**config.mk**
```make
export PLATFORM = sky130hd
export DESIGN_NAME = inst_fetch
export DESIGN_NICKNAME = d
export VERILOG_FILES = /design/src/rtl/inst_fetch.sv
export SDC_FILE = /design/constraint.sdc
export NUM_CORES = 1
export LEC_CHECK = 0
export ABC_AREA = 1
export CAP_MARGIN = 15
export CORE_MARGIN = 5
export CORE_UTILIZATION = 50
export CTS_CLUSTER_SIZE = 24
export DETAILED_ROUTE_END_ITERATION = 6
export MAX_ROUTING_LAYER = met4
export PLACE_DENSITY = 0.82
export REMOVE_ABC_BUFFERS = 1
export SLEW_MARGIN = 20
export SYNTH_ARGS = -nofsm -noshare
export SYNTH_HDL_FRONTEND = slang
export SYNTH_SLANG_ARGS = --single-unit
```
**constraint.sdc**
```tcl
create_clock -name clock -period 2.6 [get_ports clock]
set_input_delay 0.52 -clock clock [delete_from_list [all_inputs] [get_ports clock]]
set_output_delay 0.52 -clock clock [all_outputs]
set_load 0.01 [all_outputs]
```
**src/rtl/inst_fetch.sv**
```systemverilog
// Instruction fetch stage: PC generation, one outstanding memory read, and a
// 2-entry {pc, instruction} buffer toward the decoder with redirect/flush.
module inst_fetch #(
  parameter int NADDR_BITS = 8
) (
  input  logic                  clock,
  input  logic                  reset,
  output logic [NADDR_BITS-1:0] address,
  input  logic [31:0]           q,
  input  logic                  redirect,
  input  logic [NADDR_BITS-1:0] redirect_pc,
  output logic                  inst_valid,
  output logic [31:0]           inst,
  output logic [NADDR_BITS-1:0] inst_pc,
  input  logic                  inst_ready,
  output logic                  align_err
);

  logic [NADDR_BITS-1:0] pc_r, pc_n;
  logic                  inflight_r, inflight_n;
  logic [NADDR_BITS-1:0] tag_r, tag_n;
  logic [1:0]            count_r, count_n;
  logic [NADDR_BITS-1:0] ent_pc_r [2];
  logic [NADDR_BITS-1:0] ent_pc_n [2];
  logic [31:0]           ent_data_r [2];
  logic [31:0]           ent_data_n [2];
  logic                  valid_r, valid_n;
  logic                  align_r, align_n;

  logic                  pop_s;
  logic                  issue_s;
  logic                  capture_s;
  logic [2:0]            fill_s;
  logic [1:0]            wr_slot_s;
  logic                  wr_ok_s;

  // Handshake decode: pop, issue and capture for this edge
  always_comb begin
    pop_s     = (count_r != 2'd0) && inst_ready;
    fill_s    = {1'b0, count_r} + {2'b00, inflight_r} - {2'b00, pop_s};
    issue_s   = !redirect && (fill_s < 3'd2);
    capture_s = inflight_r && !redirect;
    wr_slot_s = count_r - {1'b0, pop_s};
    wr_ok_s   = capture_s && (wr_slot_s < 2'd2);
  end

  // Next-state computation for PC, in-flight tracking and the head-at-0 buffer
  always_comb begin
    pc_n       = pc_r;
    inflight_n = 1'b0;
    tag_n      = tag_r;
    count_n    = count_r;
    ent_pc_n   = ent_pc_r;
    ent_data_n = ent_data_r;
    align_n    = align_r;
    if (redirect) begin
      // Flush drops any same-edge pop or capture
      pc_n    = {redirect_pc[NADDR_BITS-1:2], 2'b00};
      count_n = 2'd0;
      if (redirect_pc[1:0] != 2'b00) begin
        align_n = 1'b1;
      end else begin
        align_n = align_r;
      end
    end else begin
      if (issue_s) begin
        inflight_n = 1'b1;
        tag_n      = pc_r;
        pc_n       = pc_r + NADDR_BITS'(3'd4);
      end else begin
        inflight_n = 1'b0;
        pc_n       = pc_r;
      end
      if (pop_s) begin
        ent_pc_n[0]   = ent_pc_r[1];
        ent_data_n[0] = ent_data_r[1];
      end else begin
        ent_pc_n[0]   = ent_pc_r[0];
        ent_data_n[0] = ent_data_r[0];
      end
      if (wr_ok_s) begin
        case (wr_slot_s)
          2'd0: begin
            ent_pc_n[0]   = tag_r;
            ent_data_n[0] = q;
          end
          2'd1: begin
            ent_pc_n[1]   = tag_r;
            ent_data_n[1] = q;
          end
          default: begin
            ent_pc_n[1]   = ent_pc_r[1];
            ent_data_n[1] = ent_data_r[1];
          end
        endcase
        count_n = wr_slot_s + 2'd1;
      end else begin
        count_n = wr_slot_s;
      end
    end
    valid_n = (count_n != 2'd0);
  end

  // State registers with synchronous reset
  always_ff @(posedge clock) begin
    if (reset) begin
      pc_r       <= '0;
      inflight_r <= 1'b0;
      tag_r      <= '0;
      count_r    <= 2'd0;
      ent_pc_r   <= '{default: '0};
      ent_data_r <= '{default: 32'd0};
      valid_r    <= 1'b0;
      align_r    <= 1'b0;
    end else begin
      pc_r       <= pc_n;
      inflight_r <= inflight_n;
      tag_r      <= tag_n;
      count_r    <= count_n;
      ent_pc_r   <= ent_pc_n;
      ent_data_r <= ent_data_n;
      valid_r    <= valid_n;
      align_r    <= align_n;
    end
  end

  assign address    = pc_r;
  assign inst_valid = valid_r;
  assign inst       = ent_data_r[0];
  assign inst_pc    = ent_pc_r[0];
  assign align_err  = align_r;

endmodule

```
Yosys cells after proc, flatten, opt, wreduce, memory -nomap -nowiden
Cells that the tools add are included.

Output and inout port bits: 50. Bits of input ports: 44. Logic and storage cells: 47. Bits in registers: 101.

$lt $le $gt $ge: 2. Reductions and logical operators: 14. Bitwise logic cells: 1. Multiplexer cells: 13. Equality and inequality tests: 1. Add/sub/neg operators: 5.

Operators with widths (count): 32-bit 2-to-1 mux (3); 64-bit 2-to-1 mux (1); 8-bit 2-to-1 mux (5); 16-bit 2-to-1 mux (1); 8-bit by 3-bit adder with 8-bit output, second input constant (1); 2-bit nonzero test (4); 1-bit logical AND (4); 2-bit 2-to-1 mux (2); 2-bit AND reduction (2); 2-bit by 1-bit adder with 3-bit output (1); 3-bit by 2-bit < comparator with 1-bit output, second input constant (1); 3-bit AND reduction (1); 3-bit by 1-bit subtractor with 3-bit output (1); 2-bit by 1-bit adder with 2-bit output, second input constant (1); 2-bit by 1-bit equality test with 1-bit output, second input constant (1); 2-bit logical NOT (1); 2-bit < comparator, second input constant (1); 2-bit OR reduction (1); 2-bit by 1-bit subtractor with 2-bit output (1); 1-bit logical NOT (1); 1-bit 2-to-1 mux (1); 1-bit inverter (1).

Depth between registers and ports, before layout
Gate-level depths: netlist of run 1.

Depth after elaboration: 8. Gate-level depth with buffers: 13. Gate-level depth less buffers: 12.

Worst setup path before layout of run 1
OpenSTA, ideal clock, no wires.

Path type: input -> register. Start point: input inst_ready. End point: register ent_data_r, in the netlist inst[28]. Setup time: 64 ps. Required time: 2536 ps. Data arrival time: 2264 ps. Path buffers: 3. Slack: 272 ps. Cell stages on the path: 11. Cell sequence: nand3_1 -> ha_1 -> inv_1 -> clkbuf_1 -> ha_1 -> buf_2 -> buf_2 -> nand4_1 -> nand3_1 -> nand2_1 -> nor2_1.

Cells in the longest elaborated chain, start to end: 5. Elaborated cells between the ends (all ways): 8. Those cells by class: add/sub (1); order compare (1); mux (3); reduce/logical (3).

Ends and longest elaborated chain: from (decl) (RTL line 15) `input logic inst_ready,`; 1-bit logical AND * (RTL line 39) `pop_s = (count_r != 2'd0) && inst_ready;`; 2-bit by 1-bit subtractor with 2-bit output (RTL line 43) `wr_slot_s = count_r - {1'b0, pop_s};`; 2-bit < comparator or 2-bit logical NOT (tied branches) (RTL line 44, 82); 1-bit logical AND or 32-bit 2-to-1 mux (tied branches) (RTL line 44, 82); 64-bit 2-to-1 mux * (RTL line 81) `if (wr_ok_s) begin`; to (signal assigned) (RTL line 121) `ent_data_r <= ent_data_n;`; to (decl) (RTL line 25) `logic [31:0] ent_data_r [2];`.

Mark *: on every way between the ends. The rest lies on a longest branch, timed or not. A chain may end at the register's enable or synchronous reset.

Worst setup path in the final report of run 1
Start point: input inst_ready. End point: register ent_data_r, in the netlist inst[8].

Same word-level chain as after synthesis.

==> flow_summary.toml, run 1 <==
[worst_setup_path]
path_class = "in2reg"
cp_slowest_stage_delay_ns = 0.53
cp_cell_sequence = "clkdlybuf4s50_1, nand3_1, ha_1, inv_1, ha_2, nand3_2, nand2_1, buf_4, a21oi_1, nor2_1"
critical_path.startpoint_type = "primary input"
r2r-start = "count_r[1]"
reg2reg_depth = 9
path_delay_family = "buffers and inverters"
crit_arrival_ns = 2.67
critical_path_buf_inv_count = 3
critPathMaxFanout = 13
crit_path_end_kind = "flop"
r2r_slack_ns = 0.50
rr_endpoint = "inst[8]"
crit_slowest_cell = "clkdlybuf4s50_1"
crit_required_ns = 2.90

[synth]
synth_cells = 690
synth-async-reset-ratio = 0
yosysWarnings = 0
yosys.area.top_type = "dfxtp_1"
yosysSeqAreaShare = 0.390
yosys-top-cells-area = "dfxtp_1 39%, nand2_1 9.0%, nor2_1 8.9%, buf_4 7.5%, nand3_1 6.1%"
yosysMostFrequentCell = "nand2_1"
synth_edf_count = 0
synth_top_area_share = 0.390
avgSynthCellArea_um2 = 7.07
synth_flop_cell = "dfxtp_1"
netlist_area_um2 = 4880
synth_seq_cells = 95
ys_types = 26
synth_common_cells = "117 x nand2_1, 115 x nor2_1, 95 x dfxtp_1"

[global_routing]
grt_max_degree = 87
grt_pass1_vias = 4310
antenna_found_initial = 0
grt_first_pass_wirelength_um = 20100
grt_overflow = 0
track_usage = 0.213

[min_path]
min_to = "inst_pc[0]"
min_path_cells = 2
min_path_type = "reg2reg"
min-delay-start = "inst_pc[0]"

[routing]
wl_met2_um = 5740
drt_iter0_markers = 359
vias = 4714
wl_met3_um = 831
drtAntennaViolNets = 0
dr.pass1.iters = 7
viasPerCell = 5.51
routed_wl_um = 12200
drcViolationCount = 0
top_layer_used = "met4"
drt-met1-wl_um = 5360
wire_per_inst_um = 14.2

[placement]
portBuffers = 91
hpwl_um = 8240
post_dp_cell_area_um2 = 5560
dpl.cell_count = 840
gp_congestion = 0.845

[timing]
timing.final.crit_share = 0.912
rsz0062_at_grt = "false"
hold_viol = 0
slew_headroom = 0.627
maxSlewViolCount = 0
finClkSkew_ns = 0.0109
setup_violations = 0
min_period_ns = 2.37
tightest_slew_ns = 0.559
timing.fmax_mhz = 422

[clocking]
holdBufCountCts = 0
cts_tree = "built"
cts_setup_buffers = 0
cts_root_buffer = "clkbuf_8"
cts_resized = 0
clk_pin_slew_worst_paths_ns = 0.10
cts_sinks = 95
cts_buffers = 9
htree_levels = 3
clockBufferDepth = 2
clk_latency_ns = 0.37

[die]
start_util = 0.506
die_h_um = 109
core_area_um2 = 9640
pin_count = 94
row_count = 36
die_x_um = 109
dieArea_um2 = 11800

[power]
power_per_cell_area_nw_per_um2 = 527
power_frac_comb = 0.136
p_seq_frac = 0.501
finalPower_w = 0.00305
p_sw_w = 0.000783
p_clk_frac = 0.364
swShare = 0.257
intPower_w = 0.00227
p_leak_nw = 2.35
peakVddDrop_uv = 328

[layout]
fin_nets = 767
fillCellCount = 908
area_growth_pct = 18.6
final_cell_area_um2 = 5780
fin_util = 0.600
diodes = 0
stdcell_count = 856
layout-drive-gt1-share = 0.0664

[job]
cap_viol_max_count = 0

[outcome]
status = "finished clean"
==> kinds of logic after synthesis <==
group	Yosys count	synth area share
AOI/OAI and AO/OA	99	0.102
DFF	95	0.390
adders and majority gates	5	0.0144
and+or+nand+nor	365	0.343
xor gates and xnor gates	2	0.00359
buffers and inverters	123	0.147
other	1	0.000769
==> metal layers <==
metal,GRT usage,up-vias
met5,-,-
met4,0.0875,0
met3,0.0355,33
met2,0.335,211
met1,0.273,2177
li1,-,2293
==> metrics by stage <==
stage	setup WS [ns]	hold WS (ns)	TNS, ns
after global placement	-0.0177	0.434	-0.0667
after detailed placement	-0.151	0.438	-5.04
final	0.229	0.448	0
after global routing	0.0191	0.475	0
after floorplan	-1.62	0.432	-81.13
after CTS	0.238	0.450	0
==> power by group through the flow <==
stage                     Sequential, W  Clock [W]  Combinational [W]
after global routing            0.00153    0.00120           0.000455
after CTS                       0.00153    0.00113           0.000414
final                           0.00153    0.00111           0.000414
after global placement          0.00156          0           0.000402
after detailed placement        0.00156          0           0.000411
after floorplan                 0.00157          0           0.000173
==> worst max path at each step <==
stage / start / endpoint / cells after the start
floorplan: inst_ready / inst[0] / 8
global placement: inst_ready / address[5] / 9
detailed placement: inst_ready / inst[8] / 10
CTS: inst_ready / inst[8] / 10
global route: inst_ready / address[7] / 9
finish: inst_ready / inst[8] / 10
==> flip-flops by register name, summed over array words and instances, names as in the netlist, 2 cells and up <==
signal / count
tag_r: 6
ent_data_r: 32
inst_pc: 8
ent_pc_r: 6
inst: 32
address: 6
count_r: 2
==> worst min-delay path, stage by stage, from the launching register on <==
cell and delay [ns]:
dfxtp_1 0.32, nand2_1 0.06, nor2_1 0.04
==> area by class of cell <==
cell class,instances,area (um2),share of cell area
tap,133,166,0.0288
multi-input combinational,473,2270,0.393
inverter,25,93.8,0.0162
clock buffer,10,138,0.0238
sequential,95,1900,0.329
timing repair buffer,114,1120,0.194
clock inverter,6,90.1,0.0156
==> cells in the final DEF, fill, tap and decap left out, types with 20 or more instances in the layout <==
cell               n
nand2_1          116
nor2_1           115
dfxtp_1           95
clkdlybuf4s50_1   91
nand3_1           59
a21oi_1           52
nand4_1           40
nand3b_1          29
o21ai_0           26
inv_1             22
o21ai_1           21
buf_4             20
(Power assumes the default switching activity.)
==> run 2: changes to the inputs <==
Settings changed: CORE_ASPECT_RATIO set to 2.
==> run 2 against run 1 <==
Design area increased by 0.74%. Sequential power barely moved. Sequential share of layout area decreased by 0.24 points. Register-to-register slack lost 0.21 ns. Die area up 1.0%. Maximum frequency is 2.6% higher. Critical path type is now reg2reg. Highest routed layer unchanged. Core utilization grew 0.46 points. Critical endpoint is now address[7].
==> flow_summary.toml, run 2 (synthesis gave the netlist of run 1 again) <==
[worst_setup_path]
path_class = "reg2reg"
crit_required_ns = 2.89
critPathMaxFanout = 8
r2r-start = "count_r[1]"
startpoint = "count_r[1]"
critical_path.startpoint_type = "flop"
crit_path_end_kind = "flop"
crit_arrival_ns = 2.60

[global_routing]
grt_first_pass_wirelength_um = 20100
grt_max_degree = 52
grt_pass1_vias = 4469
track_usage = 0.217
grt_overflow = 0
antenna_found_initial = 0

[clocking]
clk_latency_ns = 0.34
cts_resized = 0
clockBufferDepth = 2
cts_root_buffer = "clkbuf_16"
htree_levels = 3
cts_sinks = 95
cts_setup_buffers = 0
cts_tree = "built"
cts_buffers = 9
holdBufCountCts = 0
clk_pin_slew_worst_paths_ns = 0.06

[routing]
drcViolationCount = 0
vias = 4658
wire_per_inst_um = 14.4
dr.pass1.iters = 5
drtAntennaViolNets = 0
viasPerCell = 5.49
routed_wl_um = 12200
drt_iter0_markers = 432

[die]
dieArea_um2 = 11900
start_util = 0.506
die_h_um = 150
pin_count = 94
core_area_um2 = 9640
die_x_um = 79.8
row_count = 51

[timing]
min_period_ns = 2.31
finClkSkew_ns = 0.00470
timing.fmax_mhz = 432
tns_ns = 0
maxSlewViolCount = 0
timing.final.crit_share = 0.889
tightest_slew_ns = 0.539
hold_viol = 0
setup_violations = 0
rsz0062_at_grt = "false"
slew_headroom = 0.637

[power]
p_leak_nw = 2.36
p_sw_w = 0.000801
intPower_w = 0.00256
p_clk_frac = 0.424
power_frac_comb = 0.122
peakVddDrop_uv = 490
swShare = 0.238
p_seq_frac = 0.454
power_per_cell_area_nw_per_um2 = 577

[outcome]
status = "finished clean"

[layout]
diodes = 0
layout-drive-gt1-share = 0.0572
area_growth_pct = 19.4
fin_nets = 761
fillCellCount = 879
layout_commonest_cell = "nand2_1"
layout_common_cells = "116 x nand2_1, 115 x nor2_1, 95 x dfxtp_1"
final_cell_area_um2 = 5830

[min_path]
min-delay-start = "inst_pc[1]"
min_path_type = "reg2reg"

[placement]
gp_congestion = 0.825
hpwl_um = 7970
portBuffers = 91
post_dp_cell_area_um2 = 5500

[job]
cap_viol_max_count = 0
-- run 2: changes by cell type in the layout (fill, tap and decap cells not counted) --
| cell | previous run | this run |
|---|---|---|
| buf_2 | 0 | 1 |
| inv_6 | 2 | 0 |
| clkbuf_1 | 0 | 1 |
| clkinv_4 | 0 | 1 |
| clkbuf_8 | 10 | 1 |
| clkbuf_16 | 0 | 9 |
| buf_4 | 20 | 14 |
| ha_2 | 1 | 0 |
| clkdlybuf4s50_1 | 91 | 90 |
| ha_1 | 3 | 4 |
-- run 2: critical path, stage by stage, from the launching register on --
cell,delay [ns]
dfxtp_1,0.40
nand3_1,0.18
o21ai_0,0.26
nand2_1,0.13
fa_1,0.53
nand3_1,0.26
nor3_1,0.34
nand2_1,0.09
nand2_1,0.06
-- run 2: final timing paths --
kind / depth (start not counted) / slack (ns) / endpoint
setup / recovery: 8 / 0.29 / address[7]
hold / removal: 2 / 0.45 / inst_pc[1]
setup reg to reg: 8 / 0.29 / address[7]
hold reg to reg: 2 / 0.45 / inst_pc[1]
-- run 2: through the flow --
stage	hold slack [ns]	util	power [W]	setup WS (ns)	cells
2_1_floorplan	0.432	-	0.00174	-1.62	593
3_3_place_gp	0.433	0.571	0.00196	0.156	833
3_5_place_dp	0.436	0.571	0.00197	0.120	833
4_1_cts	0.447	0.605	0.00338	0.300	849
5_1_grt	0.468	0.605	0.00350	0.0118	849
6_report	0.447	0.605	0.00336	0.288	849
-- run 2: metal layers --
layer | up-vias | track usage | wire (um)
met5 | - | - | 0
met4 | 0 | 0.133 | 419
met3 | 35 | 0.0325 | 684
met2 | 185 | 0.364 | 6450
met1 | 2164 | 0.237 | 4660
li1 | 2274 | - | -
-- run 2: power groups by stage --
stage	Clock, W	Sequential [W]	Combinational (W)
6_report	0.00142	0.00153	0.000410
5_1_grt	0.00152	0.00153	0.000451
4_1_cts	0.00144	0.00153	0.000410
3_5_place_dp	0	0.00156	0.000407
3_3_place_gp	0	0.00156	0.000399
2_1_floorplan	0	0.00157	0.000173
-- run 2: cell type report --
class / instances / area [um2] / area share
tap: 132 / 165 / 0.0284
timing repair buffer: 108 / 1070 / 0.184
clock inverter: 5 / 81.3 / 0.0140
sequential: 95 / 1900 / 0.326
multi-input combinational: 473 / 2270 / 0.390
clock buffer: 11 / 243 / 0.0417
inverter: 25 / 93.8 / 0.0161
==> run 3: changes to the inputs <==
Settings changed: CORE_UTILIZATION 50 to 52, PLACE_DENSITY 0.82 to 0.85.
==> run 3 against run 2 <==
Via count is 1.3% higher. Setup slack better by 0.14 ns. Maximum frequency is 6.4% higher. Largest power group unchanged.
==> flow_summary.toml, run 3 (synthesis gave the netlist of run 1 again) <==
[die]
pin_count = 94
die_h_um = 147
core_area_um2 = 9260
start_util = 0.527
dieArea_um2 = 11500
die_x_um = 78.5
row_count = 50

[power]
swShare = 0.247
power_per_cell_area_nw_per_um2 = 537
power_frac_comb = 0.134
p_seq_frac = 0.494
p_sw_w = 0.000764
p_leak_nw = 2.35
peakVddDrop_uv = 336
intPower_w = 0.00233
p_clk_frac = 0.372

[placement]
hpwl_um = 8330
dpl.cell_count = 809
gp_congestion = 0.822
portBuffers = 91

[worst_setup_path]
critical_path_buf_inv_count = 2
crit_required_ns = 2.88
crit_slowest_cell = "dfxtp_1"
cp_common_cell = "ha_1"
path_delay_family = "adder cells"
critical_path.startpoint_type = "flop"
critPathMaxFanout = 27
crit_path_end_kind = "flop"
cp_slowest_stage_delay_ns = 0.41
path_class = "reg2reg"
crit_arrival_ns = 2.45
cp_cell_sequence = "nand3_1, ha_1, inv_1, ha_1, nand3_2, nand2_1, buf_4, a21oi_1, nor2_1"
r2r_slack_ns = 0.43

[routing]
dr.pass1.iters = 6
drt_iter0_markers = 417
vias = 4717
wire_per_inst_um = 15.0
drcViolationCount = 0
viasPerCell = 5.73
routed_wl_um = 12400
drtAntennaViolNets = 0

[timing]
timing.fmax_mhz = 460
timing.final.crit_share = 0.836
tns_ns = 0
tightest_slew_ns = 0.532
slew_headroom = 0.645
min_period_ns = 2.17
finClkSkew_ns = 0.00548
rsz0062_at_grt = "false"
maxSlewViolCount = 0
holdWs_ns = 0.454
hold_viol = 0
setup_violations = 0

[job]
cap_viol_max_count = 0

[layout]
area_growth_pct = 18.0
fin_nets = 765
stdcell_count = 823
diodes = 0
layout_commonest_cell = "nand2_1"
fillCellCount = 824
layout-drive-gt1-share = 0.0570
layout_common_cells = "116 x nand2_1, 115 x nor2_1, 95 x dfxtp_1"

[clocking]
cts_resized = 0
clk_pin_slew_worst_paths_ns = 0.06
cts_tree = "built"
clk_latency_ns = 0.34
cts_setup_buffers = 0
cts_sinks = 95
cts_root_buffer = "clkbuf_16"
htree_levels = 3
cts_buffers = 9
holdBufCountCts = 0
clockBufferDepth = 2

[global_routing]
grt_overflow = 0
grt_pass1_vias = 4609
antenna_found_initial = 0
grt_first_pass_wirelength_um = 20600
track_usage = 0.225
grt_max_degree = 64

[min_path]
min_path_type = "reg2reg"

[outcome]
status = "finished clean"
## run 3: changes by cell type in the layout (fill, tap and decap cells not counted), sizes merged
cell	previous run	this run
clkinvlp	1	0
clkbuf	11	12
buf	18	22
bufinv	2	0
## run 3: path summary, 6_finish.rpt
path                        end           from  cells after the start
setup reg to reg        inst[9]     count_r[1]                      9
setup / recovery        inst[9]     count_r[1]                      9
hold / removal    ent_data_r[7]  ent_data_r[7]                      2
hold reg to reg   ent_data_r[7]  ent_data_r[7]                      2
## run 3: power by group through the flow
stage | combinational, W | sequential [W] | clock [W]
2_1_floorplan | 0.000173 | 0.00157 | 0
3_3_place_gp | 0.000401 | 0.00156 | 0
3_5_place_dp | 0.000410 | 0.00156 | 0
4_1_cts | 0.000412 | 0.00153 | 0.00117
5_1_grt | 0.000453 | 0.00153 | 0.00124
6_report | 0.000413 | 0.00153 | 0.00115
## run 3: stage by stage
stage | utilization | setup WS [ns] | total power, W | instance area [um2]
6_report | 0.622 | 0.427 | 0.00309 | 5760
3_5_place_dp | 0.595 | 0.253 | 0.00197 | 5510
3_3_place_gp | 0.595 | 0.315 | 0.00196 | 5510
2_1_floorplan | - | -1.62 | 0.00174 | 4260
4_1_cts | 0.622 | 0.438 | 0.00311 | 5760
5_1_grt | 0.622 | 0.211 | 0.00322 | 5760
## run 3: routing by layer
layer,global-route usage,part of all wire,vias to the layer above
li1,-,-,2289
met1,0.236,0.37,2182
met2,0.381,0.53,199
met3,0.0307,0.057,47
met4,0.161,0.046,0
met5,-,0,-
## run 3: tightest hold or removal path, cell delays in order, from the launching register on
cell and delay (ns):
dfxtp_1 0.30, inv_1 0.06, a21oi_1 0.05
## run 3: area by class of cell
class | count | area [um2] | area share
clock buffer | 12 | 236 | 0.0411
clock inverter | 2 | 10.0 | 0.00174
inverter | 25 | 93.8 | 0.0163
multi-input combinational | 473 | 2270 | 0.394
sequential | 95 | 1900 | 0.330
tap | 104 | 130 | 0.0226
timing repair buffer | 112 | 1110 | 0.193
